--- src/rtl/sram_pkg.sv ---
// Shared definitions for the SRAM request controller: FSM state encoding
// and default address/data/depth parameters.
package sram_pkg;

   typedef enum logic [1:0] {
      IDLE  = 2'd0,
      ISSUE = 2'd1,
      CAPT  = 2'd2,
      RESP  = 2'd3
   } state_t;

   localparam int ADR_DEF  = 8;
   localparam int DAT_DEF  = 8;
   localparam int DPTH_DEF = 8;

endpackage

--- src/rtl/sram_req_ctrl.sv ---
// Single-request controller in front of a registered-read SRAM.
// Optional range check enabled by SRAM_REQ_CTRL_BOUNDS_CHK_EN.
module sram_req_ctrl
   import sram_pkg::*;
#(
   parameter int ADR  = ADR_DEF,
   parameter int DAT  = DAT_DEF,
   parameter int DPTH = DPTH_DEF
) (
   input  logic           Clk,
   input  logic           Rst,
   input  logic           req_valid,
   input  logic           req_we,
   input  logic [ADR-1:0] req_addr,
   input  logic [DAT-1:0] req_wdata,
   output logic           req_ready,
   output logic           rsp_valid,
   output logic [DAT-1:0] rsp_data,
   output logic           rsp_err,
   input  logic           rsp_ready,
   output logic           sram_cs,
   output logic           sram_we,
   output logic           sram_rd,
   output logic [ADR-1:0] sram_addr,
   output logic [DAT-1:0] sram_din,
   input  logic [DAT-1:0] sram_dout,
   output state_t         dbg_state
);

   // Handshakes: a request transfers on a rising edge with req_valid and
   // req_ready both 1; a response transfers on a rising edge with rsp_valid
   // and rsp_ready both 1. Neither valid may depend on the opposite ready.

   state_t state;
   logic   we_q;

   assign dbg_state = state;

`ifdef SRAM_REQ_CTRL_BOUNDS_CHK_EN
   localparam logic [ADR:0] DPTH_W = (ADR+1)'(DPTH);
   logic oob_q;
   logic err_q;
   logic in_range;

   assign in_range = ({1'b0, req_addr} < DPTH_W);
   assign rsp_err  = err_q;
`else
   assign rsp_err  = 1'b0;
`endif

   always_ff @(posedge Clk or posedge Rst) begin
      if (Rst) begin
         state     <= IDLE;
         req_ready <= 1'b1;
         rsp_valid <= 1'b0;
         rsp_data  <= '0;
         sram_cs   <= 1'b0;
         sram_we   <= 1'b0;
         sram_rd   <= 1'b0;
         sram_addr <= '0;
         sram_din  <= '0;
         we_q      <= 1'b0;
`ifdef SRAM_REQ_CTRL_BOUNDS_CHK_EN
         oob_q     <= 1'b0;
         err_q     <= 1'b0;
`endif
      end else begin
         case (state)
            IDLE: begin
               // req_ready is 1 throughout IDLE, so valid alone means accept
               if (req_valid) begin
                  we_q      <= req_we;
                  sram_addr <= req_addr;
                  sram_din  <= req_wdata;
                  req_ready <= 1'b0;
`ifdef SRAM_REQ_CTRL_BOUNDS_CHK_EN
                  oob_q     <= ~in_range;
                  if (in_range) begin
                     state   <= ISSUE;
                     sram_cs <= 1'b1;
                     sram_we <= req_we;
                     sram_rd <= ~req_we;
                  end else begin
                     state   <= CAPT;
                  end
`else
                  state     <= ISSUE;
                  sram_cs   <= 1'b1;
                  sram_we   <= req_we;
                  sram_rd   <= ~req_we;
`endif
               end
            end
            ISSUE: begin
               sram_cs <= 1'b0;
               sram_we <= 1'b0;
               sram_rd <= 1'b0;
               if (we_q) begin
                  state     <= IDLE;
                  req_ready <= 1'b1;
               end else begin
                  state     <= CAPT;
               end
            end
            CAPT: begin
`ifdef SRAM_REQ_CTRL_BOUNDS_CHK_EN
               // Out-of-range writes are dropped silently after one cycle here
               if (oob_q && we_q) begin
                  state     <= IDLE;
                  req_ready <= 1'b1;
               end else begin
                  state     <= RESP;
                  rsp_valid <= 1'b1;
                  rsp_data  <= oob_q ? '0 : sram_dout;
                  err_q     <= oob_q;
               end
`else
               state     <= RESP;
               rsp_valid <= 1'b1;
               rsp_data  <= sram_dout;
`endif
            end
            RESP: begin
               if (rsp_ready) begin
                  state     <= IDLE;
                  rsp_valid <= 1'b0;
                  req_ready <= 1'b1;
               end
            end
            default: begin
               state     <= IDLE;
               req_ready <= 1'b1;
            end
         endcase
      end
   end

endmodule

--- config.mk ---
export PLATFORM = sky130hd
export DESIGN_NAME = sram_req_ctrl
export DESIGN_NICKNAME = d
export VERILOG_FILES = /design/src/rtl/sram_pkg.sv /design/src/rtl/sram_req_ctrl.sv
export SDC_FILE = /design/constraint.sdc
export NUM_CORES = 1
export LEC_CHECK = 0
export CAP_MARGIN = 15
export CORE_UTILIZATION = 30
export CTS_CLUSTER_SIZE = 12
export DETAILED_ROUTE_END_ITERATION = 16
export GPL_ROUTABILITY_DRIVEN = 0
export SLEW_MARGIN = 20
export SYNTH_ARGS = -nofsm -noshare
export SYNTH_HDL_FRONTEND = slang
export SYNTH_SLANG_ARGS = --single-unit
--- constraint.sdc ---
create_clock -name Clk -period 1.45 [get_ports Clk]
set_input_delay 0.29 -clock Clk [delete_from_list [all_inputs] [get_ports Clk]]
set_output_delay 0.29 -clock Clk [all_outputs]
set_load 0.05 [all_outputs]
==> results of run 1 <==
## critical path, cell delays in order
cell and delay, ns:
clkdlybuf4s50_1 0.46, nor3b_2 0.24, buf_12 0.20, mux2_2 0.35
## worst paths after layout
check / start / end / cells after the start
setup reg to reg: flip-flop / sram_addr[0] / 3
setup / recovery: req_valid / sram_addr[0] / 4
min in group Clk: rsp_valid / rsp_valid / 1
max in group asynchronous: Rst / req_ready / 3
hold / removal: Rst / sram_din[1] / 3
hold reg to reg: rsp_valid / rsp_valid / 1
## cell type report
| class | count | area (µm²) | area share |
|---|---|---|---|
| clock buffer | 7 | 96.34 | 0.03983 |
| clock inverter | 1 | 30.03 | 0.01242 |
| inverter | 3 | 11.26 | 0.004656 |
| timing repair buffer | 66 | 978.4 | 0.4046 |
| multi-input combinational | 48 | 435.4 | 0.1800 |
| sequential | 32 | 804.5 | 0.3326 |
| tap | 50 | 62.56 | 0.02587 |
## state kept, by name, summed over array words and instances (netlist names), named ones only
name       flops
req_ready      1
sram_rd        1
dbg_state      1
sram_we        1
sram_addr      8
sram_cs        1
rsp_data       8
we_q           1
sram_din       8
rsp_valid      1
## cell usage in the layout (no fill, tap or decap)
cell             instances
o31ai_1                  1
nand2b_1                 2
a21o_1                   1
buf_12                  33
clkbuf_8                 7
conb_1                   1
dfstp_2                  1
bufinv_16                1
a31oi_1                  1
or2_2                    1
buf_4                    5
inv_1                    3
nand2_1                  3
mux2_2                  16
clkdlybuf4s50_1         28
o21ai_0                  4
nor2_4                   1
dfrtp_1                 29
a21oi_1                  5
dfrtp_2                  2
mux2_4                   8
nor2_1                   3
nor3b_2                  1
## per-stage QoR
stage                     utilization  TNS [ns]  setup WS [ns]
after global routing           0.5919         0       0.006956
after global placement         0.5609    -3.000        -0.2039
after CTS                      0.5919         0        0.06181
after detailed placement       0.5609    -3.512        -0.2458
final                          0.5919         0        0.05473
after floorplan                     -   -0.9618       -0.09519
## metal layers
| metal | global-route usage | routed length [µm] | vias to the layer above |
|---|---|---|---|
| li1 | - | - | 432 |
| met1 | 0.1617 | 1103 | 460 |
| met2 | 0.2475 | 1637 | 29 |
| met3 | 0.05167 | 135 | 5 |
| met4 | 0.07031 | 48 | 0 |
| met5 | 0 | 0 | - |
## cells by family (layout without fill, tap and decap cells)
logic type / Yosys count / after routing / share of synthesized area
AO/OA/AOI/OAI: 12 / 12 / 0.05077
AND/OR/NAND/NOR: 11 / 11 / 0.04981
buffers and inverters: 8 / 77 / 0.05268
other: 1 / 1 / 0.002871
flip-flops: 32 / 32 / 0.6140
multiplexers: 24 / 24 / 0.2299
==> flow_summary.json, run 1 <==
{
  "post-cts-setup-buffers": 0,
  "yosysTopAreaCellShare": 0.5939,
  "r2r_slack_ns": 0.08,
  "initialDrtViolationCount": 16,
  "grt_pass1_vias": 989,
  "holdWs_ns": 0.3545,
  "status": "complete, no violations",
  "cts-buffers-inserted": 5,
  "async_flop_share": 1.000,
  "min_period_ns": 1.395,
  "setup_viol": 0,
  "start_kind": "primary input",
  "synth_most_common_cell": "dfrtp_1",
  "syn_to_final_growth_pct": 85.15,
  "grt_overflow": 0,
  "crit_type": "primary input to flip-flop",
  "clk_pin_slew_worst_paths_ns": 0.06,
  "cp.arrival_ns": 1.55,
  "rows": 23,
  "rsz0062_at_grt": "false",
  "synth.yosys.seq_area_share": 0.6140,
  "ys_seq_elements": 32,
  "post-route-drc-count": 0,
  "grt_max_degree": 33,
  "antenna-diode-count": 0,
  "cp-end-kind": "flip-flop",
  "hp-class": "primary input to async pin",
  "finalHoldViolations": 0,
  "fillers": 325,
  "clk_latency_ns": 0.28,
  "syn_area_um2": 1306,
  "clk_path_buf_depth": 2,
  "drt.antenna.violating_nets": 0,
  "cp.required_ns": 1.61,
  "routed_via_density": 4.473,
  "start_util": 0.3197,
  "cts_hold_buf": 0,
  "vias": 926,
  "final_cells": 207,
  "tritoncts": "yes",
  "dp_hpwl_um": 2282,
  "ios": 61,
  "finish.net_count": 185,
  "dieArea_um2": 4622,
  "ys_types": 20,
  "synthTopCellsByCount": "31 x dfrtp_1, 16 x mux2_2, 8 x mux2_4",
  "grt_pass1_wl_um": 4692,
  "postPlaceCellArea_um2": 2292,
  "root_buffer": "clkbuf_8",
  "core_um2": 4086,
  "synth_cells": 88,
  "min_period_over_period": 0.9623,
  "path_max_fanout": 18,
  "die_h_um": 67.99,
  "clock_skew_ns": 0.007577,
  "fmax_ghz": 0.7167,
  "dr.pass1.iters": 4,
  "antenna_found_initial": 0,
  "cts_resized": 0,
  "synth-main-ff-cell": "dfrtp_1",
  "clock-sinks": 32,
  "fin_area_um2": 2419,
  "htree_num_levels": 2,
  "routedWlPerCell_um": 14.13,
  "yosys_warnings": 0,
  "drive_gt1_frac": 0.4841,
  "dpl.cell_count": 199,
  "die_x_um": 67.99,
  "port_buffers": 59,
  "routed_wl_um": 2925,
  "syn_avg_cell_area_um2": 14.84,
  "synth_edf_count": 0,
  "timing.final.max_slew_violations": 0,
  "syn_nets": 117,
  "synth_top_cell_by_area": "dfrtp_1",
  "drv_cap": 0,
  "synthTopCellsByArea": "dfrtp_1 59%, mux2_2 14%, mux2_4 9.2%",
  "grt_use_total": 0.1461
}
Power of run 1 is not shown: default switching activity piles up to over one toggle a cycle in this logic, so the estimate is an artifact.
==> run 2, diff against run 1 <==
- CAP_MARGIN: 15 -> 40
- CORE_UTILIZATION: 30 -> 36
- PLACE_DENSITY: not set -> 0.74
==> run 2 against run 1 <==
Against the previous run:
- count of clock-buffer cells in the layout grew 1
- critical path depth shrank 2
- wire length grew 1.7%
- largest cell class unchanged
- cell count shrank 0.48%
- critical path type is now flip-flop to primary output
==> flow_summary.json, run 2 (synthesized netlist as in run 1, its figures left out) <==
{
  "die_h_um": 62.24,
  "final_cell_mix": "32 x buf_12, 29 x dfrtp_1, 28 x clkdlybuf4s50_1, 16 x mux2_2, 9 x buf_4",
  "fmax_ghz": 0.7140,
  "grt_pass1_wl_um": 4912,
  "routedWlPerCell_um": 14.44,
  "setup_ws_ns": 0.04948,
  "finalHoldViolations": 0,
  "grt_max_degree": 21,
  "clock-sinks": 32,
  "clk_pin_slew_worst_paths_ns": 0.09,
  "dieArea_um2": 3873,
  "layout_commonest_cell": "buf_12",
  "initialDrtViolationCount": 39,
  "port_buffers": 59,
  "root_buffer": "clkbuf_4",
  "cp.required_ns": 1.16,
  "setup_viol": 0,
  "htree_num_levels": 2,
  "hp-class": "primary input to async pin",
  "critPathSlowestCell": "dfrtp_2",
  "die_x_um": 62.24,
  "core_um2": 3416,
  "path_max_fanout": 8,
  "start_util": 0.3824,
  "dp_hpwl_um": 2311,
  "min_period_ns": 1.401,
  "postPlaceCellArea_um2": 2273,
  "timing.final.max_slew_violations": 0,
  "cp.arrival_ns": 1.11,
  "antenna-diode-count": 0,
  "fin_area_um2": 2362,
  "status": "complete, no violations",
  "cts_hold_buf": 0,
  "dr.pass1.iters": 4,
  "drv_cap": 0,
  "cts-buffers-inserted": 5,
  "cp-end-kind": "primary output",
  "preCtsSetupSlack_ns": -0.2227,
  "reg_top3": "rsp_data x8, sram_addr x8, sram_din x8",
  "path_cells": "buf_4 -> buf_12",
  "syn_to_final_growth_pct": 80.84,
  "start_kind": "flip-flop",
  "drt.antenna.violating_nets": 0,
  "tritoncts": "yes",
  "grt_overflow": 0,
  "grt_use_total": 0.1648,
  "ios": 61,
  "holdWs_ns": 0.2715,
  "rows": 21,
  "post-route-drc-count": 0,
  "slowest_delay_ns": 0.47,
  "fin_util": 0.6916,
  "vias": 963,
  "min_period_over_period": 0.9659,
  "clock_skew_ns": 0.01083,
  "drive_gt1_frac": 0.4813,
  "finish.net_count": 188,
  "clk_path_buf_depth": 2,
  "clk_latency_ns": 0.32,
  "antenna_found_initial": 0,
  "crit_type": "flip-flop to primary output",
  "grt_pass1_vias": 998,
  "routed_wl_um": 2975,
  "routed_via_density": 4.675
}
[run 2: cell count changes in the layout (fill, tap and decap cells not counted)]
cell       previous run  this run
clkbuf_4              0         5
bufinv_16             1         0
buf_4                 5         9
nor3b_4               0         1
nor3b_2               1         0
clkbuf_1              0         2
buf_12               33        32
clkbuf_8              7         1
[run 2: path summary, 6_finish.rpt]
path	slack, ns	from	endpoint	cells after the start
hold / removal	0.27	Rst	sram_din[4]	3
setup / recovery	0.05	flip-flop	dbg_state[1]	2
hold reg to reg	0.55	rsp_valid	rsp_valid	1
min in group Clk	0.55	rsp_valid	rsp_valid	1
setup reg to reg	0.06	flip-flop	sram_din[5]	3
max in group asynchronous	0.89	Rst	req_ready	3
[run 2: through the flow]
stage | std cells | TNS, ns
after floorplan | 88 | -0.9618
after global placement | 194 | -2.983
after detailed placement | 194 | -3.065
after CTS | 202 | 0
after global routing | 206 | -0.008623
final | 206 | 0
[run 2: repair_timing]
action | in CTS | in global routing
gates resized for setup | 0 | 0
setup buffers | 0 | 4
setup endpoints to repair | 0 | 2
[run 2: area by class of cell]
type | instances | area [µm²]
Clock buffer | 8 | 58.81
Fill cell | 241 | 1054
Inverter | 3 | 11.26
Multi-Input combinational cell | 48 | 441.7
Sequential cell | 32 | 804.5
Tap cell | 46 | 57.56
Timing Repair Buffer | 69 | 988.4
[run 2: layer usage]
metal / track usage / up-vias / routed length, µm
li1: - / 441 / -
met1: 0.1878 / 482 / 1102
met2: 0.2871 / 33 / 1645
met3: 0.05331 / 7 / 185
met4: 0.06105 / 0 / 41
met5: 0 / - / 0
[run 2: critical path, delay by kind of cell (launching register included)]
kind / cells / cell delay, ns
buffers and inverters: 2 / 0.32
DFF: 1 / 0.47
Power of run 2 is left out for the same reason.
==> run 3, diff against run 2 <==
- CAP_MARGIN: 40 -> not set
- SKIP_CTS_REPAIR_TIMING: not set -> 1
==> results of run 3 <==
The final DEF is identical to that of run 2; final timing and power are the same.
Power of run 3 is left out for the same reason.
